===== config.mk =====
export PLATFORM = sky130hd
export DESIGN_NAME = uart_irq_arbiter_flat
export DESIGN_NICKNAME = d
export VERILOG_FILES = /design/src/rtl/uart_irq_arbiter_pkg.sv /design/src/rtl/uart_irq_arbiter_if.sv /design/src/rtl/uart_irq_rr_pick.sv /design/src/rtl/uart_irq_arbiter.sv /design/src/flat_wrapper.sv
export SDC_FILE = /design/constraint.sdc
export NUM_CORES = 1
export LEC_CHECK = 0
export ABC_AREA = 1
export BUFFER_PORTS_ARGS = -buffer_cell sky130_fd_sc_hd__clkbuf_2
export CAP_MARGIN = 20
export CORE_MARGIN = 1
export CORE_UTILIZATION = 45
export CTS_BUF_LIST = sky130_fd_sc_hd__clkbuf_4
export DETAILED_ROUTE_END_ITERATION = 7
export MAX_ROUTING_LAYER = met4
export SETUP_SLACK_MARGIN = 0.15
export SKIP_LAST_GASP = 1
export SLEW_MARGIN = 20
export SYNTH_ARGS = -nofsm -noshare
export SYNTH_HDL_FRONTEND = slang
export SYNTH_SLANG_ARGS = --single-unit

===== constraint.sdc =====
create_clock -name clk -period 4.15 [get_ports clk]
set_input_delay 0.2075 -clock clk [delete_from_list [all_inputs] [get_ports clk]]
set_output_delay 0.2075 -clock clk [all_outputs]
set_load 0.01 [all_outputs]

===== src/rtl/uart_irq_arbiter_pkg.sv =====
// Shared definitions for the UART interrupt arbiter: register map, CTRL bits, FSM states.
package uart_irq_arbiter_pkg;

    localparam logic [1:0] UIA_MASK = 2'd0;
    localparam logic [1:0] UIA_PEND = 2'd1;
    localparam logic [1:0] UIA_VEC  = 2'd2;
    localparam logic [1:0] UIA_CTRL = 2'd3;

    localparam int CTRL_EN   = 0;
    localparam int CTRL_MODE = 1;

    typedef enum logic [1:0] {
        ST_IDLE    = 2'd0,
        ST_ARB     = 2'd1,
        ST_ASSERT  = 2'd2,
        ST_SERVICE = 2'd3
    } state_t;

endpackage


===== src/rtl/uart_irq_arbiter_if.sv =====
// Host register bus of the interrupt arbiter; strobes are active-low and asynchronous to clk.
interface uart_irq_arbiter_if;
    logic       cs_n;
    logic       re_n;
    logic       we_n;
    logic [1:0] addr;
    logic [7:0] wdata;
    logic [7:0] rdata;

    modport master (output cs_n, re_n, we_n, addr, wdata, input rdata);
    modport slave  (input cs_n, re_n, we_n, addr, wdata, output rdata);
endinterface


===== src/rtl/uart_irq_rr_pick.sv =====
// Combinational channel picker: round-robin starting after rr_ptr, or fixed with ch0 highest.
module uart_irq_rr_pick #(
    parameter int NCH  = 8,
    parameter int CH_W = 3
) (
    input  logic [NCH-1:0]  pend,
    input  logic [CH_W-1:0] rr_ptr,
    input  logic            mode,
    output logic [CH_W-1:0] ch,
    output logic            any
);

    function automatic logic [CH_W-1:0] wrap(input logic [CH_W-1:0] p, input int i);
        int j;
        j = int'(p) + i;
        if (j >= NCH) j = j - NCH;
        return CH_W'(j);
    endfunction

    // Scan from the far end so the last hit is the closest candidate.
    always_comb begin
        ch  = '0;
        any = |pend;
        for (int i = NCH; i >= 1; i--) begin
            if (mode) begin
                if (pend[CH_W'(i-1)]) ch = CH_W'(i-1);
            end else begin
                if (pend[wrap(rr_ptr, i)]) ch = wrap(rr_ptr, i);
            end
        end
    end

endmodule


===== src/rtl/uart_irq_arbiter.sv =====
// Interrupt arbiter for the UART bank: synchronises channel irqs and host strobes,
// grants one channel at a time and holds it until the host reads the vector and writes EOI.
module uart_irq_arbiter
    import uart_irq_arbiter_pkg::*;
#(
    parameter int NCH  = 8,
    parameter int CH_W = 3
) (
    input  logic               clk,
    input  logic               reset,
    input  logic [NCH-1:0]     irq_in,
    uart_irq_arbiter_if.slave  bus,
    output logic               irq_out
);

    logic [NCH-1:0]  irq_m, irq_s, pend, mask;
    logic [2:0]      ctl_m, ctl_s;     // {cs_n, re_n, we_n}
    logic            re_d, we_d;
    logic [1:0]      ctrl;
    logic            en, mode, wr_ev, rd_done, eoi, any, valid;
    logic [CH_W-1:0] vector, rr_ptr, pick_ch;
    state_t          state, state_n;

    always_ff @(posedge clk or negedge reset) begin
        if (!reset) begin
            irq_m <= '0;
            irq_s <= '0;
            ctl_m <= '1;
            ctl_s <= '1;
            re_d  <= 1'b1;
            we_d  <= 1'b1;
        end else begin
            irq_m <= irq_in;
            irq_s <= irq_m;
            ctl_m <= {bus.cs_n, bus.re_n, bus.we_n};
            ctl_s <= ctl_m;
            re_d  <= ctl_s[1];
            we_d  <= ctl_s[0];
        end
    end

    assign pend    = irq_s & mask;
    assign en      = ctrl[CTRL_EN];
    assign mode    = ctrl[CTRL_MODE];
    assign wr_ev   = we_d & ~ctl_s[0] & ~ctl_s[2];
    assign rd_done = ~re_d & ctl_s[1] & ~ctl_s[2] & (bus.addr == UIA_VEC);
    assign eoi     = wr_ev & (bus.addr == UIA_VEC) & (bus.wdata[CH_W-1:0] == vector);
    assign valid   = (state == ST_ASSERT) || (state == ST_SERVICE);

    always_ff @(posedge clk or negedge reset) begin
        if (!reset) begin
            mask <= '0;
            ctrl <= '0;
        end else if (wr_ev) begin
            if (bus.addr == UIA_MASK) mask <= bus.wdata[NCH-1:0];
            if (bus.addr == UIA_CTRL) ctrl <= bus.wdata[1:0];
        end
    end

    uart_irq_rr_pick #(.NCH(NCH), .CH_W(CH_W)) u_pick (
        .pend   (pend),
        .rr_ptr (rr_ptr),
        .mode   (mode),
        .ch     (pick_ch),
        .any    (any)
    );

    always_comb begin
        state_n = state;
        case (state)
            ST_IDLE:    if (en && (|pend)) state_n = ST_ARB;
            ST_ARB:     state_n = any ? ST_ASSERT : ST_IDLE;
            ST_ASSERT: begin
                // A read-done beats a same-cycle withdraw.
                if (rd_done)                   state_n = ST_SERVICE;
                else if (!pend[vector] || !en) state_n = ST_IDLE;
            end
            ST_SERVICE: if (eoi || !en) state_n = ST_IDLE;
            default:    state_n = ST_IDLE;
        endcase
    end

    always_ff @(posedge clk or negedge reset) begin
        if (!reset) begin
            state   <= ST_IDLE;
            vector  <= '0;
            rr_ptr  <= CH_W'(NCH-1);
            irq_out <= 1'b0;
        end else begin
            state   <= state_n;
            irq_out <= (state_n == ST_ASSERT);
            if (state == ST_ARB) vector <= pick_ch;
            if (state == ST_ASSERT && rd_done) rr_ptr <= vector;
        end
    end

    // Vector reads as all-zero when nothing is granted, so a stale channel is never reported.
    always_comb begin
        bus.rdata = 8'h00;
        case (bus.addr)
            UIA_MASK: bus.rdata = 8'(mask);
            UIA_PEND: bus.rdata = 8'(pend);
            UIA_VEC:  bus.rdata = valid ? {1'b1, {(7-CH_W){1'b0}}, vector} : 8'h00;
            UIA_CTRL: bus.rdata = {6'b0, ctrl};
            default:  bus.rdata = 8'h00;
        endcase
    end

endmodule


===== src/flat_wrapper.sv =====
// flat-port wrapper written by rule: the top's interface ports become plain ports
module uart_irq_arbiter_flat import uart_irq_arbiter_pkg::*;
#(
    parameter int NCH  = 8,
    parameter int CH_W = 3
)
  (clk, reset, irq_in, irq_out, bus_cs_n, bus_re_n, bus_we_n, bus_addr, bus_wdata, bus_rdata);
  uart_irq_arbiter_if bus_i ();
  input  logic clk;
  input  logic reset;
  input  logic [NCH-1:0] irq_in;
  output logic irq_out;
  input wire logic [$bits(bus_i.cs_n)-1:0] bus_cs_n;
  input wire logic [$bits(bus_i.re_n)-1:0] bus_re_n;
  input wire logic [$bits(bus_i.we_n)-1:0] bus_we_n;
  input wire logic [$bits(bus_i.addr)-1:0] bus_addr;
  input wire logic [$bits(bus_i.wdata)-1:0] bus_wdata;
  output wire logic [$bits(bus_i.rdata)-1:0] bus_rdata;
  assign bus_i.cs_n = bus_cs_n;
  assign bus_i.re_n = bus_re_n;
  assign bus_i.we_n = bus_we_n;
  assign bus_i.addr = bus_addr;
  assign bus_i.wdata = bus_wdata;
  assign bus_rdata = bus_i.rdata;
  uart_irq_arbiter #(.NCH(NCH), .CH_W(CH_W)) u_core (.clk(clk), .reset(reset), .irq_in(irq_in), .bus(bus_i), .irq_out(irq_out));
endmodule

==> impl_results.md, run 1 <==
- Gp weighted congestion: 0.897
- NetSw: 1.07 mW
- Syn Inst Count: 301
- Skew final: 0.0243 ns
- Cell family with most CP delay: simple AND/OR/NAND/NOR gates
- Die height: 76.3 um
- Top Ports: 32
- Die width: 76.3 um
- Worst Path Buf+Inv: 2
- Final setup TNS: 0 ns
- Clock Latency Late Sink: 0.37 ns
- Number of antenna diodes: 0
- Final net count: 369
- Gate power share: 0.562
- Synthesized cell area: 0.00249 mm2
- Most used cell, CP: nand2_1
- Critical path fanouts, max: 9
- CTS sink count: 43
- Worst setup SP type: register
- Syn_nets: 326
- Vias/cell: 5.35
- Core area: 0.00520 mm2
- Overflow after GRT: 0
- Predominant post-synthesis flop cell: dfrtp_1
- Vias post-DR: 2,221
- Worst r2r src: u_core.rr_ptr[1]
- Flops & latches, synth: 43
- Post-cts resize count: 0
- Cell taking the most area after synthesis: dfrtp_1
- Cts hold-fix bufs: 11
- Top-count cell post-synth: nand2_1
- Crit. End Element: register
- P_leak: 1.42 nW
- Synth async-reset ratio: 1.00
- WL met1: 2.86 mm
- Switching Fraction: 0.477
- First-pass GRT wire length: 10.3 mm
- TritonCTS clock tree: yes
- # rows: 26
- Post-CTS Setup Repair Bufs: 0
- Port buffer count: 31
- Cells on worst reg2reg path: 17
- Synth top area cells: dfrtp_1 (32%), dfstp_2 (12%), nand2_1 (10%)
- TritonCTS buffer count: 5
- Root Driver: clkbuf_4
- Smallest hold slack: -0.0555 ns
- Critical-path top delay cell: dfstp_2
- Seq/Total Area, Yosys: 0.438
- Slew headroom: 0.388
- Drt wl/cell: 14.4 um
- H-tree levels: 2
- Max Cap Viol: 0
- Post-route DRC: 0
- Post-synth cell types: 35
- HP Class: primary input to asynchronous set/reset pin
- Arr. time, crit path: 2.88 ns
- Worst r2r dst: u_core.vector[0]
- List of most frequent post-synthesis cells: nand2_1 (69), nand3_1 (41), dfrtp_1 (32)
- WS Path Type: register to register
- Yosys top cell area share: 0.322
- Initial drt markers: 229
- Dpl ws: 1.61 ns
- Mean post-synth cell area: 8.26 um2
- Sequential share of power: 0.283
- Fin. max-slew vios: 0
- Post-layout util: 0.556
- Worst Setup Slack, final: 1.56 ns
- Number of flops mapped to enable cells by yosys: 0
- Routed WL: 5.99 mm
- Unrepaired setup endpoints after global routing: false
- Initial antenna violation count: 0
- Failing checks: negative hold slack
- Tmin final: 2.59 ns
- Critical-path cell list: inv_2 -> ha_1 -> inv_1 -> nand3_2 -> nand3_2 -> nand2_1 -> nand2_1 -> nand2_2 -> nand2_2 -> nand2_2 -> nand3_1 -> nand2_1 -> nand2_1 -> nand2_1 -> nand2_1 -> nand3_1 -> nand2_1
- Flop-to-flop setup slack: 1.56 ns
- Tcrit/Tclk final: 0.624
- Share of cells above drive strength 1: 0.258
- Vias in the first global route: 2,188
- Routed wl met3: 306 um
- Ys Warns: 0
- Clk slew on worst S/H paths: 0.16 ns
- Buffers from clock root to sink, at most: 2
- DP HPWL: 4.62 mm
- Worst vdd ir: 0.278 mV
- Final Hold Vio Count: 32
- Final setup fails: 0
- Int Power: 1.17 mW
- Die ar.: 0.00583 mm2
- Initial Utilization: 0.478
- PD cells: 775 mW/mm2
- Final antenna-violating net count: 0
- Detailed-routed wire length on met2: 2.75 mm
- Drt first pass iters: 5
- Highest routed layer: met4
- Area growth, synth to finish: 16.3%
- Worst Path Required: 4.44 ns
- Largest net degree at the start of global routing: 44
- CP max stage delay: 0.67 ns
- All-Layer GR Usage: 0.231
- Status: finished, violations left
- Clk pwr share: 0.155
- Power after layout: 2.24 mW
- Slew @ Worst Pin: 0.918 ns
- Fmax: 386 MHz
## power by group through the flow
stage	combinational [mW]	sequential (mW)	clock, mW
after floorplan	1.07	0.574	0
after global placement	1.25	0.642	0
after detailed placement	1.24	0.639	0
after CTS	1.26	0.631	0.355
after global routing	1.44	0.648	0.367
final	1.26	0.633	0.348
## cell usage in the layout, fill, tap and decap left out, types with 5 or more instances in the layout
cell / instances
nand3_2: 9
nand2_1: 69
clkbuf_4: 5
nand2_2: 10
mux2_2: 6
dfrtp_1: 32
a21oi_1: 8
nand3_1: 41
dfstp_2: 11
dlygate4sd3_1: 11
nor2_1: 19
o22ai_1: 5
o21ai_0: 23
inv_1: 26
clkbuf_2: 30
## layout make-up
cell class	count	area, um2
Fill cell	515	2310
Multi-Input combinational cell	221	1220
Sequential cell	43	1090
Timing Repair Buffer	42	265
Inverter	31	124
Tap cell	70	87.6
Clock inverter	3	71.3
Clock buffer	5	37.5
## metrics by stage
step,instance area [um2],instances
finish,2890,415
global route,2890,415
CTS,2890,415
detailed placement,2670,396
global placement,2670,396
floorplan,2490,301
## cell families after synthesis
family                   synth area share
XOR/XNOR                           0.0236
AO/OA/AOI/OAI                       0.118
buffers and inverters              0.0724
multiplexers                       0.0272
flip-flops                          0.438
AND/OR/NAND/NOR                     0.311
adder cells (fa/ha/maj)            0.0101
## flip-flops by register name (all words and copies together), names as in the netlist
signal	cells
u_core.irq_out	1
u_core.vector	3
u_core.re_d	1
u_core.state	2
u_core.ctl_m	3
u_core.irq_s	8
u_core.ctrl	2
u_core.irq_m	8
u_core.rr_ptr	3
u_core.we_d	1
u_core.ctl_s	3
u_core.mask	8
## worst register-to-register path: stages (launching register included)
cell     delay [ns]
dfstp_2        0.67
inv_2          0.14
ha_1           0.47
inv_1          0.17
nand3_2        0.12
nand3_2        0.08
nand2_1        0.10
nand2_1        0.09
nand2_2        0.10
nand2_2        0.05
nand2_2        0.07
nand3_1        0.10
nand2_1        0.08
nand2_1        0.05
nand2_1        0.05
nand2_1        0.05
nand3_1        0.08
nand2_1        0.05
## worst max-delay path by stage
| stage | slack [ns] | end | cells after the start | startpoint |
|---|---|---|---|---|
| after floorplan | 1.88 | u_core.vector[1] | 18 | u_core.rr_ptr[0] |
| after global placement | 1.63 | u_core.vector[0] | 17 | u_core.rr_ptr[1] |
| after detailed placement | 1.61 | u_core.vector[0] | 17 | u_core.rr_ptr[0] |
| after CTS | 1.60 | u_core.vector[0] | 17 | u_core.rr_ptr[0] |
| after global routing | 1.32 | u_core.vector[0] | 17 | u_core.rr_ptr[1] |
| final | 1.56 | u_core.vector[0] | 17 | u_core.rr_ptr[1] |
## per-layer routing
| metal | track usage | vias up |
|---|---|---|
| met5 | - | - |
| met4 | 0.0615 | 0 |
| met3 | 0.0383 | 8 |
| met2 | 0.365 | 81 |
| met1 | 0.309 | 1035 |
| li1 | - | 1097 |
No activity file was read; power rests on OpenSTA's default activity.
==> run 2, diff against run 1 <==
PLACE_DENSITY = 0.67   (was unset)
clock period = 2.1 ns   (was 4.15 ns; I/O delays follow)
==> impl_results.md, run 2 (synthesis results as in run 1) <==
- Initial drt markers: 181
- Post-route DRC: 0
- Area growth, synth to finish: 26.1%
- Most common cell after layout, fill and taps aside: nand2_1
- Final Hold Vio Count: 0
- Arr. time, crit path: 2.37 ns
- Worst setup SP type: register
- DP HPWL: 4.54 mm
- Die height: 76.3 um
- Crit. End Element: register
- HP Class: primary input to register
- Slew @ Worst Pin: 0.512 ns
- Critical path destination: u_core.vector[2]
- CP startpoint: u_core.rr_ptr[0]
- TritonCTS buffer count: 5
- Vias/cell: 5.42
- Drt first pass iters: 5
- Regs by FF count: u_core.irq_m: 8 flops, u_core.irq_s: 8 flops, u_core.mask: 8 flops
- Slew headroom: 0.658
- Port buffer count: 31
- Dpl ws: 0.0326 ns
- PD cells: 1550 mW/mm2
- Flop-to-flop setup slack: -0.02 ns
- Fmax: 472 MHz
- Skew final: 0.00757 ns
- Critical path fanouts, max: 8
- Worst r2r dst: u_core.vector[2]
- Smallest hold slack: 0.0202 ns
- Root Driver: clkbuf_4
- Detailed-routed wire length on met2: 3.03 mm
- Vias post-DR: 2,348
- Status: finished, violations left
- Number of antenna diodes: 0
- Die ar.: 0.00583 mm2
- Worst r2r src: u_core.rr_ptr[0]
- Worst Setup Slack, final: -0.0200 ns
- Fin. max-slew vios: 0
- Routed WL: 6.19 mm
- Buffers from clock root to sink, at most: 2
- Drt wl/cell: 14.3 um
- Final setup fails: 2
- Clk slew on worst S/H paths: 0.13 ns
- WS Path Type: register to register
- Share of cells above drive strength 1: 0.317
- Clock Latency Late Sink: 0.35 ns
- Final antenna-violating net count: 0
- First-pass GRT wire length: 10.2 mm
- Core area: 0.00520 mm2
- All-Layer GR Usage: 0.224
- Initial Utilization: 0.478
- Tmin final: 2.12 ns
- Initial antenna violation count: 0
- Tcrit/Tclk final: 1.01
- Vias in the first global route: 2,198
- # rows: 26
- H-tree levels: 2
- Worst Path Required: 2.35 ns
- Unrepaired setup endpoints after global routing: true
- Routed wl met3: 346 um
- Overflow after GRT: 0
- TritonCTS clock tree: yes
- Cells on worst reg2reg path: 14
- Most frequent cells in the layout: nand2_1 (65), nand3_1 (33), dfrtp_1 (32)
- Largest net degree at the start of global routing: 44
- CTS sink count: 43
- FILL cells: 493
- Failing checks: negative setup slack
- P_leak: 1.52 nW
- Max Cap Viol: 0
- Highest routed layer: met4
- Final setup TNS: -0.0282 ns
- Gp weighted congestion: 0.944
- Final net count: 387
- Worst vdd ir: 0.642 mV
- Power after layout: 4.86 mW
- Die width: 76.3 um
- WL met1: 2.72 mm
- Top Ports: 32
-- run 2: worst max-delay path, cell delays in order (launching register included) --
cell and delay (ns):
dfstp_2 0.63, inv_8 0.05, ha_4 0.34, inv_4 0.07
nand3_4 0.07, nand3_2 0.09, buf_4 0.14, o211ai_1 0.17
nand2_1 0.08, nand2_1 0.08, nand3_2 0.10, nand3_2 0.07
nand2_2 0.05, nand2_2 0.05, a21oi_2 0.04
-- run 2: worst min path at each step --
stage / startpoint / end / slack [ns] / cells past startpoint
after floorplan: reset / u_core.ctrl[0] / -0.19 / 0
after global placement: bus_cs_n / u_core.ctl_m[2] / 0.19 / 1
after detailed placement: bus_we_n / u_core.ctl_m[0] / 0.19 / 1
after CTS: bus_wdata[2] / u_core.mask[2] / 0.02 / 2
after global routing: bus_wdata[2] / u_core.mask[2] / 0.02 / 2
final: bus_wdata[2] / u_core.mask[2] / 0.02 / 2
-- run 2: power breakdown --
| group | switching, mW | internal (mW) | total, mW |
|---|---|---|---|
| logic | 1.82 | 1.28 | 3.10 |
| registers | 0.236 | 1.00 | 1.24 |
| clock network | 0.268 | 0.251 | 0.519 |
-- run 2: timing repair --
action | in CTS | in global routing
endpoints found under the hold margin | 48 | 0
gates resized for setup | 5 | 11
setup endpoints to repair | 3 | 3
buffers inserted | 4 | 2
hold buffers | 17 | 0
pin swaps | 3 | 10
gates cloned | 0 | 0
-- run 2: layout make-up --
cell class	count	area (um2)	share of cell area
clock buffer	5	37.5	0.0120
clock inverter	3	42.5	0.0136
inverter	31	126	0.0403
multi-input combinational	221	1320	0.421
sequential	43	1090	0.347
tap	70	87.6	0.0279
timing repair buffer	60	432	0.138
-- run 2: stage by stage --
step | utilization | cells | cell area, um2
5_1_grt | 0.603 | 433 | 3140
2_1_floorplan | - | 301 | 2520
3_3_place_gp | 0.531 | 402 | 2760
3_5_place_dp | 0.531 | 402 | 2760
4_1_cts | 0.589 | 431 | 3070
6_report | 0.603 | 433 | 3140
-- run 2: layer usage --
layer,vias up,GRT usage
li1,1135,-
met1,1114,0.290
met2,87,0.366
met3,12,0.0395
met4,0,0.0558
met5,-,-
==> run 3, diff against run 2 <==
PLACE_DENSITY = unset   (was 0.67)
clock period = 2 ns   (was 2.1 ns; I/O delays follow)
==> impl_results.md, run 3 (synthesis results as in run 1) <==
- Initial Utilization: 0.478
- Final antenna-violating net count: 0
- # rows: 26
- TritonCTS buffer count: 5
- Gp weighted congestion: 0.919
- DP HPWL: 4.78 mm
- Clk pwr share: 0.110
- Gate power share: 0.627
- TritonCTS clock tree: yes
- H-tree levels: 2
- Max Cap Viol: 0
- NetSw: 2.33 mW
- Clock Latency Late Sink: 0.36 ns
- Status: finished, violations left
- Fmax: 487 MHz
- Buffers from clock root to sink, at most: 2
- Slew headroom: 0.644
- Drt wl/cell: 14.1 um
- Overflow after GRT: 0
- CTS sink count: 43
- Smallest hold slack: 0.0348 ns
- Final net count: 395
- Most common cell after layout, fill and taps aside: nand2_1
- Crit. End Element: register
- Worst setup SP type: register
- WS Path Type: register to register
- Critical path fanouts, max: 8
- Largest net degree at the start of global routing: 44
- Skew final: 0.00991 ns
- Int Power: 2.60 mW
- Final setup fails: 3
- Final Hold Vio Count: 0
- P_leak: 1.53 nW
- Final setup TNS: -0.119 ns
- Port buffer count: 31
- Die ar.: 0.00583 mm2
- Worst vdd ir: 0.671 mV
- Vias post-DR: 2,354
- Switching Fraction: 0.473
- Tmin final: 2.05 ns
- Vias in the first global route: 2,278
- Slew @ Worst Pin: 0.532 ns
- PD cells: 1560 mW/mm2
- Final instance area: 0.00316 mm2
- Post-route DRC: 0
- Area growth, synth to finish: 26.9%
- Unrepaired setup endpoints after global routing: true
- Core area: 0.00520 mm2
- Drt first pass iters: 4
- HP Class: primary input to register
- Regs by FF count: u_core.irq_m: 8 flops, u_core.irq_s: 8 flops, u_core.mask: 8 flops
- Worst Path Required: 2.30 ns
- Most frequent cells in the layout: nand2_1 (67), nand3_1 (37), clkbuf_2 (31), dfrtp_1 (31), inv_1 (25)
- Fin. max-slew vios: 0
- All-Layer GR Usage: 0.238
- Top Ports: 32
- Die width: 76.3 um
- Root Driver: clkbuf_4
- Die height: 76.3 um
- First-pass GRT wire length: 10.6 mm
- Initial drt markers: 179
- Tcrit/Tclk final: 1.03
- Routed WL: 6.21 mm
- Arr. time, crit path: 2.35 ns
- Number of antenna diodes: 0
- Initial antenna violation count: 0
- Vias/cell: 5.34
- Sequential share of power: 0.263
- Share of cells above drive strength 1: 0.315
- Placed cell areas: 0.00282 mm2
- Failing checks: negative setup slack
- Worst Setup Slack, final: -0.0520 ns
- Clk slew on worst S/H paths: 0.13 ns
==> run 3: final cells by class <==
class | instances | area, um2
timing repair buffer | 68 | 484
clock inverter | 3 | 42.5
sequential | 43 | 1090
fill | 489 | 2050
inverter | 31 | 126
clock buffer | 5 | 37.5
tap | 70 | 87.6
multi-input combinational | 221 | 1290
==> run 3: power by group through the flow <==
stage / registers (mW) / logic [mW] / clock network, mW
floorplan: 1.19 / 2.30 / 0
global placement: 1.30 / 2.85 / 0
detailed placement: 1.30 / 2.87 / 0
CTS: 1.28 / 3.01 / 0.565
global route: 1.33 / 3.47 / 0.591
finish: 1.30 / 3.09 / 0.544
==> run 3: path summary, 6_finish.rpt <==
path                                  start  cells past startpoint  slack (ns)                to
min reg2reg                 u_core.irq_m[2]                      0        0.36   u_core.irq_s[2]
min                            bus_wdata[1]                      3        0.03    u_core.ctrl[1]
max                        u_core.rr_ptr[0]                     14       -0.05  u_core.vector[1]
min in group asynchronous             reset                      3        0.32   u_core.state[0]
max in group asynchronous             reset                      3        1.29  u_core.rr_ptr[1]
max reg2reg                u_core.rr_ptr[0]                     14       -0.05  u_core.vector[1]
==> run 3: what timing repair did <==
action	4_1_cts	5_1_grt
setup endpoints to repair	3	4
gates resized for setup	6	4
pin swaps	5	2
hold buffers	19	0
endpoints found under the hold margin	51	0
buffers inserted	3	0
==> run 3: metrics by stage <==
step | instances | worst slack [ns] | total power, mW | util
floorplan | 301 | -0.160 | 3.49 | -
global placement | 411 | -0.0420 | 4.15 | 0.541
detailed placement | 411 | -0.0734 | 4.17 | 0.541
CTS | 441 | -0.0534 | 4.86 | 0.601
global route | 441 | -0.229 | 5.38 | 0.606
finish | 441 | -0.0520 | 4.93 | 0.606
==> run 3: worst max-delay path, stage by stage (launching register included) <==
cell     delay [ns]
dfstp_2        0.61
inv_8          0.05
ha_4           0.33
nand3_2        0.13
nand3_4        0.10
nand2_2        0.07
nand2_2        0.07
nand2_2        0.06
nor2_1         0.10
nor2_1         0.06
o22ai_1        0.13
nand2_1        0.07
nand2_1        0.06
nand2_1        0.06
a21oi_2        0.11
==> run 3: metal layers <==
metal | vias to the layer above | part of all wire | global-route usage
met3 | 5 | 0.042 | 0.0431
li1 | 1151 | - | -
met5 | - | 0 | -
met4 | 0 | 0.0048 | 0.0481
met2 | 63 | 0.49 | 0.387
met1 | 1135 | 0.46 | 0.313
